<file path="config.mk">
export PLATFORM = sky130hd
export DESIGN_NAME = game_state_controller
export DESIGN_NICKNAME = d
export VERILOG_FILES = /design/src/rtl/game_state_controller.sv
export SDC_FILE = /design/constraint.sdc
export NUM_CORES = 1
export LEC_CHECK = 0
export CAP_MARGIN = 20
export CORE_MARGIN = 5
export CORE_UTILIZATION = 52
export CTS_CLUSTER_DIAMETER = 50
export CTS_CLUSTER_SIZE = 20
export DETAILED_ROUTE_END_ITERATION = 7
export PLACE_DENSITY = 0.87
export SLEW_MARGIN = 0
export SYNTH_ARGS = -nofsm -noshare
export SYNTH_HDL_FRONTEND = slang
export SYNTH_SLANG_ARGS = --single-unit
</file>
<file path="constraint.sdc">
create_clock -name clk -period 2.6 [get_ports clk]
set_input_delay 0.26 -clock clk [delete_from_list [all_inputs] [get_ports clk]]
set_output_delay 0.26 -clock clk [all_outputs]
set_load 0.02 [all_outputs]
</file>
<file path="src/rtl/game_state_controller.sv">
// Game-flow sequencer: MENU -> COUNTDOWN -> GAMEPLAY -> GAME_OVER -> MENU.
// Drives the game state for the graphics mixer, the countdown digit and
// winner for the overlay, and the one-cycle round_reset pulse for player logic.
module game_state_controller #(
  parameter int FRAMES_PER_COUNT      = 60,
  parameter int GAME_OVER_HOLD_FRAMES = 120,
  parameter int CNT_W                 = 8
) (
  input  logic       clk,
  input  logic       rst,
  input  logic       frame_tick,
  input  logic       start_btn,
  input  logic       p1_defeated,
  input  logic       p2_defeated,
  output logic [2:0] current_game_state,
  output logic [1:0] countdown_digit,
  output logic [1:0] winner,
  output logic       round_reset,
  output logic       gameplay_active
);

  typedef enum logic [2:0] {
    MENU      = 3'b000,
    COUNTDOWN = 3'b001,
    GAMEPLAY  = 3'b010,
    GAME_OVER = 3'b011
  } state_t;

  localparam logic [CNT_W-1:0] COUNT_LAST = CNT_W'(FRAMES_PER_COUNT - 1);
  localparam logic [CNT_W-1:0] HOLD_LAST  = CNT_W'(GAME_OVER_HOLD_FRAMES);

  state_t           state_q, state_d;
  logic [1:0]       digit_q, digit_d;
  logic [1:0]       winner_q, winner_d;
  logic             round_reset_q, round_reset_d;
  logic [CNT_W-1:0] frame_cnt_q, frame_cnt_d;
  logic             start_prev_q;
  logic             press;

  // Rising edge of the start button; start_prev resets high so a button
  // held through reset is not seen as a press.
  assign press = start_btn & ~start_prev_q;

  // Next-state and next-output decision for every game phase.
  always_comb begin
    state_d       = state_q;
    digit_d       = digit_q;
    winner_d      = winner_q;
    frame_cnt_d   = frame_cnt_q;
    round_reset_d = 1'b0;
    case (state_q)
      MENU: begin
        if (press) begin
          state_d       = COUNTDOWN;
          digit_d       = 2'd3;
          frame_cnt_d   = '0;
          round_reset_d = 1'b1;
        end
      end
      COUNTDOWN: begin
        if (frame_tick) begin
          if (frame_cnt_q == COUNT_LAST) begin
            frame_cnt_d = '0;
            if (digit_q == 2'd1) begin
              state_d = GAMEPLAY;
              digit_d = 2'd0;
            end else begin
              digit_d = digit_q - 2'd1;
            end
          end else begin
            frame_cnt_d = frame_cnt_q + 1'b1;
          end
        end
      end
      GAMEPLAY: begin
        // Defeat wins over any press in the same cycle; the press is dropped.
        if (p1_defeated | p2_defeated) begin
          state_d     = GAME_OVER;
          frame_cnt_d = '0;
          // {p1,p2}: p2 only -> 01 (P1 wins), p1 only -> 10, both -> 11.
          winner_d    = {p1_defeated, p2_defeated};
        end
      end
      GAME_OVER: begin
        if (press && (frame_cnt_q == HOLD_LAST)) begin
          state_d     = MENU;
          winner_d    = 2'b00;
          frame_cnt_d = '0;
        end else if (frame_tick && (frame_cnt_q != HOLD_LAST)) begin
          frame_cnt_d = frame_cnt_q + 1'b1;
        end
      end
      default: begin
        state_d     = MENU;
        digit_d     = 2'd0;
        winner_d    = 2'b00;
        frame_cnt_d = '0;
      end
    endcase
  end

  // State and output registers with synchronous reset.
  always_ff @(posedge clk) begin
    if (rst) begin
      state_q       <= MENU;
      digit_q       <= 2'd0;
      winner_q      <= 2'b00;
      round_reset_q <= 1'b0;
      frame_cnt_q   <= '0;
      start_prev_q  <= 1'b1;
    end else begin
      state_q       <= state_d;
      digit_q       <= digit_d;
      winner_q      <= winner_d;
      round_reset_q <= round_reset_d;
      frame_cnt_q   <= frame_cnt_d;
      start_prev_q  <= start_btn;
    end
  end

  assign current_game_state = state_q;
  assign countdown_digit    = digit_q;
  assign winner             = winner_q;
  assign round_reset        = round_reset_q;
  assign gameplay_active    = (state_q == GAMEPLAY);

endmodule
</file>
==> flow_summary.toml <==
[sta]
finalHoldViolations = 0
timing.clock.skew_ns = 0.00785
holdWs_ns = 0.502
finalCritPeriodShare = 0.920
timing_max_transition_violations_final = 0
final.setup.tns_ns = 0
slew_headroom = 0.346
measured_slew_at_the_worst_slew_check_pin_ns = 0.966
timing.final.crit_period_ns = 2.39
setup-violations-final = 0
rsz0062_at_grt = "no"
fmax_mhz = 418

[worst_setup_path]
critPathSlowestCell = "sky130_fd_sc_hd__or4_1"
timing.rr.end = "frame_cnt_q[6]$_SDFFE_PP0P_"
path_class = "reg -> reg"
crit_fanout = 9
start_kind = "flop"
r2r_start = "current_game_state[1]$_SDFFE_PP0P_"
reg2reg_depth = 7
critical-path-max-stage-delay_ns = 0.60
timing.critical_path.cells = "inv_1 > ha_1 > nor2b_1 > a211oi_2 > o311ai_1 > or4_1 > a21oi_1"
r2r_slack_ns = 0.21
cp_endpoint_kind = "flop"
critPathArrivalTime_ns = 2.61
crit_required_ns = 2.81

[floorplan]
core_region_area_um2 = 1920
dieWidth_um = 54.3
floorplan.initialDensity = 0.531
row_count = 16
fp.dieArea_um2 = 2950
ioPinCount = 15
die_height_um = 54.3

[cells_and_area]
number_of_inserted_diodes = 0
areaGrowthSynthToFinish_pct = 19.1
fillers = 183
final_design_area_no_fill_um2 = 1220
post-route-util = 0.633
drive_above_1_share = 0.164
num-nets-final = 144

[power]
power_uw = 880
worst_ir_drop_vdd_v = 0.000634
power.static_leakage_nw = 0.422
power_density_nw_per_um2 = 723

[yosys]
synth_seq_area_share = 0.314
syn-instance-count = 112
async_flop_share = 0
synth.avg_cell_area_um2 = 9.12
dominantRegCellSynth = "sky130_fd_sc_hd__dfxtp_1"
syn_area_um2 = 1020
synth_edf_count = 0
ys_warn_count = 0
synth.distinct_cells = 46
synth_nets = 126
synth.ff_latch_count = 16

[route]
drt-total-wl_um = 2350
drtIter0Drc = 21
drt-wirelength-per-cell_um = 15.2
detail_route.vias_per_cell = 5.82
detail_route.first_pass.iterations = 4
num_vias = 902
remaining_drc_errors = 0
route.antenna.remaining_nets = 0

[placed_design]
gpl.final_weighted_congestion = 0.885
port_buffers = 13
half_perimeter_wire_length_after_detailed_placement_um = 1790
dpl_cell_area_um2 = 1190

[clocking]
post_cts.repair.setup_buffers = 0
number_of_buffers_created_by_cts = 3
cts.sinks = 16
clock-root-buffer = "sky130_fd_sc_hd__clkbuf_4"
tritoncts = "built"
clockBufferDepth = 2
clkTransAtPathRegs_ns = 0.09
cts-htree-levels = 1
cts_hold_repair.buffers = 0
cts_resized = 0
clkLatencyLatePin_ns = 0.29

[global_route]
grt_start_max_net_pins = 17
antenna_found_initial = 0
global_route_congestion_overflow_total = 0
grt_first_pass_wirelength_um = 4050
grtUsageTotal = 0.190
vias_in_the_first_global_route = 887

[hold_path]
min_from = "winner[0]$_SDFFE_PP0P_"
min_delay_worst_endpoint = "winner[0]$_SDFFE_PP0P_"
hold_path.class = "reg -> reg"
worst_hold_path.num_cells = 2

[run_status]
result_of_the_run = "finished, final reports clean"

[run]
maxCapViolCount = 0
[worst max path at each step]
stage	from	to	slack (ns)	cells after the start
3_5_place_dp	start_btn	frame_cnt_q[6]$_SDFFE_PP0P_	0.13	6
2_1_floorplan	current_game_state[0]$_SDFFE_PP0P_	frame_cnt_q[2]$_SDFFE_PP0P_	0.36	8
4_1_cts	current_game_state[1]$_SDFFE_PP0P_	frame_cnt_q[6]$_SDFFE_PP0P_	0.22	7
3_3_place_gp	start_btn	frame_cnt_q[2]$_SDFFE_PP0P_	0.28	7
5_1_grt	current_game_state[0]$_SDFFE_PP0P_	frame_cnt_q[6]$_SDFFE_PP0P_	0.008	7
6_report	current_game_state[1]$_SDFFE_PP0P_	frame_cnt_q[6]$_SDFFE_PP0P_	0.21	7
[cells in the mapped netlist, types with 2 or more instances]
cell type / instances / area share
sky130_fd_sc_hd__dfxtp_1: 16 / 0.31
sky130_fd_sc_hd__a21oi_1: 10 / 0.049
sky130_fd_sc_hd__nor2_1: 9 / 0.033
sky130_fd_sc_hd__ha_1: 8 / 0.098
sky130_fd_sc_hd__inv_1: 6 / 0.022
sky130_fd_sc_hd__nand2_1: 5 / 0.018
sky130_fd_sc_hd__nand3_1: 5 / 0.025
sky130_fd_sc_hd__and2_1: 3 / 0.018
sky130_fd_sc_hd__mux2i_1: 3 / 0.029
sky130_fd_sc_hd__nand2b_1: 3 / 0.018
sky130_fd_sc_hd__o21ai_0: 3 / 0.015
sky130_fd_sc_hd__a311oi_1: 2 / 0.017
sky130_fd_sc_hd__buf_2: 2 / 0.0098
sky130_fd_sc_hd__nor2b_1: 2 / 0.012
sky130_fd_sc_hd__nor3b_1: 2 / 0.015
sky130_fd_sc_hd__or3_1: 2 / 0.012
sky130_fd_sc_hd__or4_1: 2 / 0.015
[cell type report]
| class | instances | area [um2] | area share |
|---|---|---|---|
| timing repair buffer | 17 | 160 | 0.132 |
| tap | 27 | 33.8 | 0.0278 |
| inverter | 6 | 22.5 | 0.0185 |
| clock buffer | 3 | 22.5 | 0.0185 |
| sequential | 16 | 320 | 0.263 |
| multi-input combinational | 86 | 657 | 0.540 |
[flip-flops by register name (all words and copies together) (netlist names)]
name / count
countdown_digit: 2
current_game_state: 2
frame_cnt_q: 8
round_reset: 1
start_prev_q: 1
winner: 2
[placed cells by master (no fill, tap or decap), types with 2 or more instances in the layout]
cell                              synthesis  routed
sky130_fd_sc_hd__nor2_1                   9       9
sky130_fd_sc_hd__a311oi_1                 2       2
sky130_fd_sc_hd__nor3b_1                  2       2
sky130_fd_sc_hd__and2_1                   3       3
sky130_fd_sc_hd__nand2b_1                 3       3
sky130_fd_sc_hd__nor2b_1                  2       2
sky130_fd_sc_hd__nand2_1                  5       5
sky130_fd_sc_hd__or3_1                    2       2
sky130_fd_sc_hd__clkdlybuf4s50_1          0      13
sky130_fd_sc_hd__ha_1                     8       8
sky130_fd_sc_hd__or4_1                    2       2
sky130_fd_sc_hd__inv_1                    6       6
sky130_fd_sc_hd__buf_4                    1       4
sky130_fd_sc_hd__mux2i_1                  3       3
sky130_fd_sc_hd__nand3_1                  5       5
sky130_fd_sc_hd__a21oi_1                 10      10
sky130_fd_sc_hd__clkbuf_4                 0       3
sky130_fd_sc_hd__o21ai_0                  3       3
sky130_fd_sc_hd__dfxtp_1                 16      16
[cell families (layout without fill, tap and decap cells)]
| group | Yosys count | count (layout) | synth area share |
|---|---|---|---|
| flops | 16 | 16 | 0.314 |
| xor+xnor | 1 | 1 | 0.00858 |
| other cells | 1 | 1 | 0.00367 |
| fa+ha+maj | 8 | 8 | 0.0980 |
| compound gates | 30 | 30 | 0.233 |
| simple gates | 43 | 43 | 0.271 |
| buf+inv | 10 | 26 | 0.0429 |
| mux | 3 | 3 | 0.0294 |
[critical path: cells and delay by family (launching register included)]
kind                     cells  cell delay, ns
flip-flops                   1            0.44
buffers and inverters        1            0.09
adder cells (fa/ha/maj)      1            0.20
AO/OA/AOI/OAI                3            0.83
AND/OR/NAND/NOR              2            0.76
[routing by layer]
metal  vias up  track usage  wire length, um
met5         -            0                0
met4         0       0.0954               63
met3         7       0.0381               97
met2        19        0.333             1220
met1       432        0.216              971
li1        444            -                -
[power by group]
group | leakage, nW | switching [mW] | internal, mW
Combinational | 0.278 | 0.245 | 0.204
Sequential | 0.130 | 0.0305 | 0.271
Clock | 0.0138 | 0.0751 | 0.0539
[per-stage QoR]
stage	worst slack [ns]	std cells
floorplan	0.357	112
global placement	0.277	152
detailed placement	0.131	152
CTS	0.215	155
global route	0.00845	155
finish	0.208	155
Note: power is estimated with default switching activity, not from simulation.
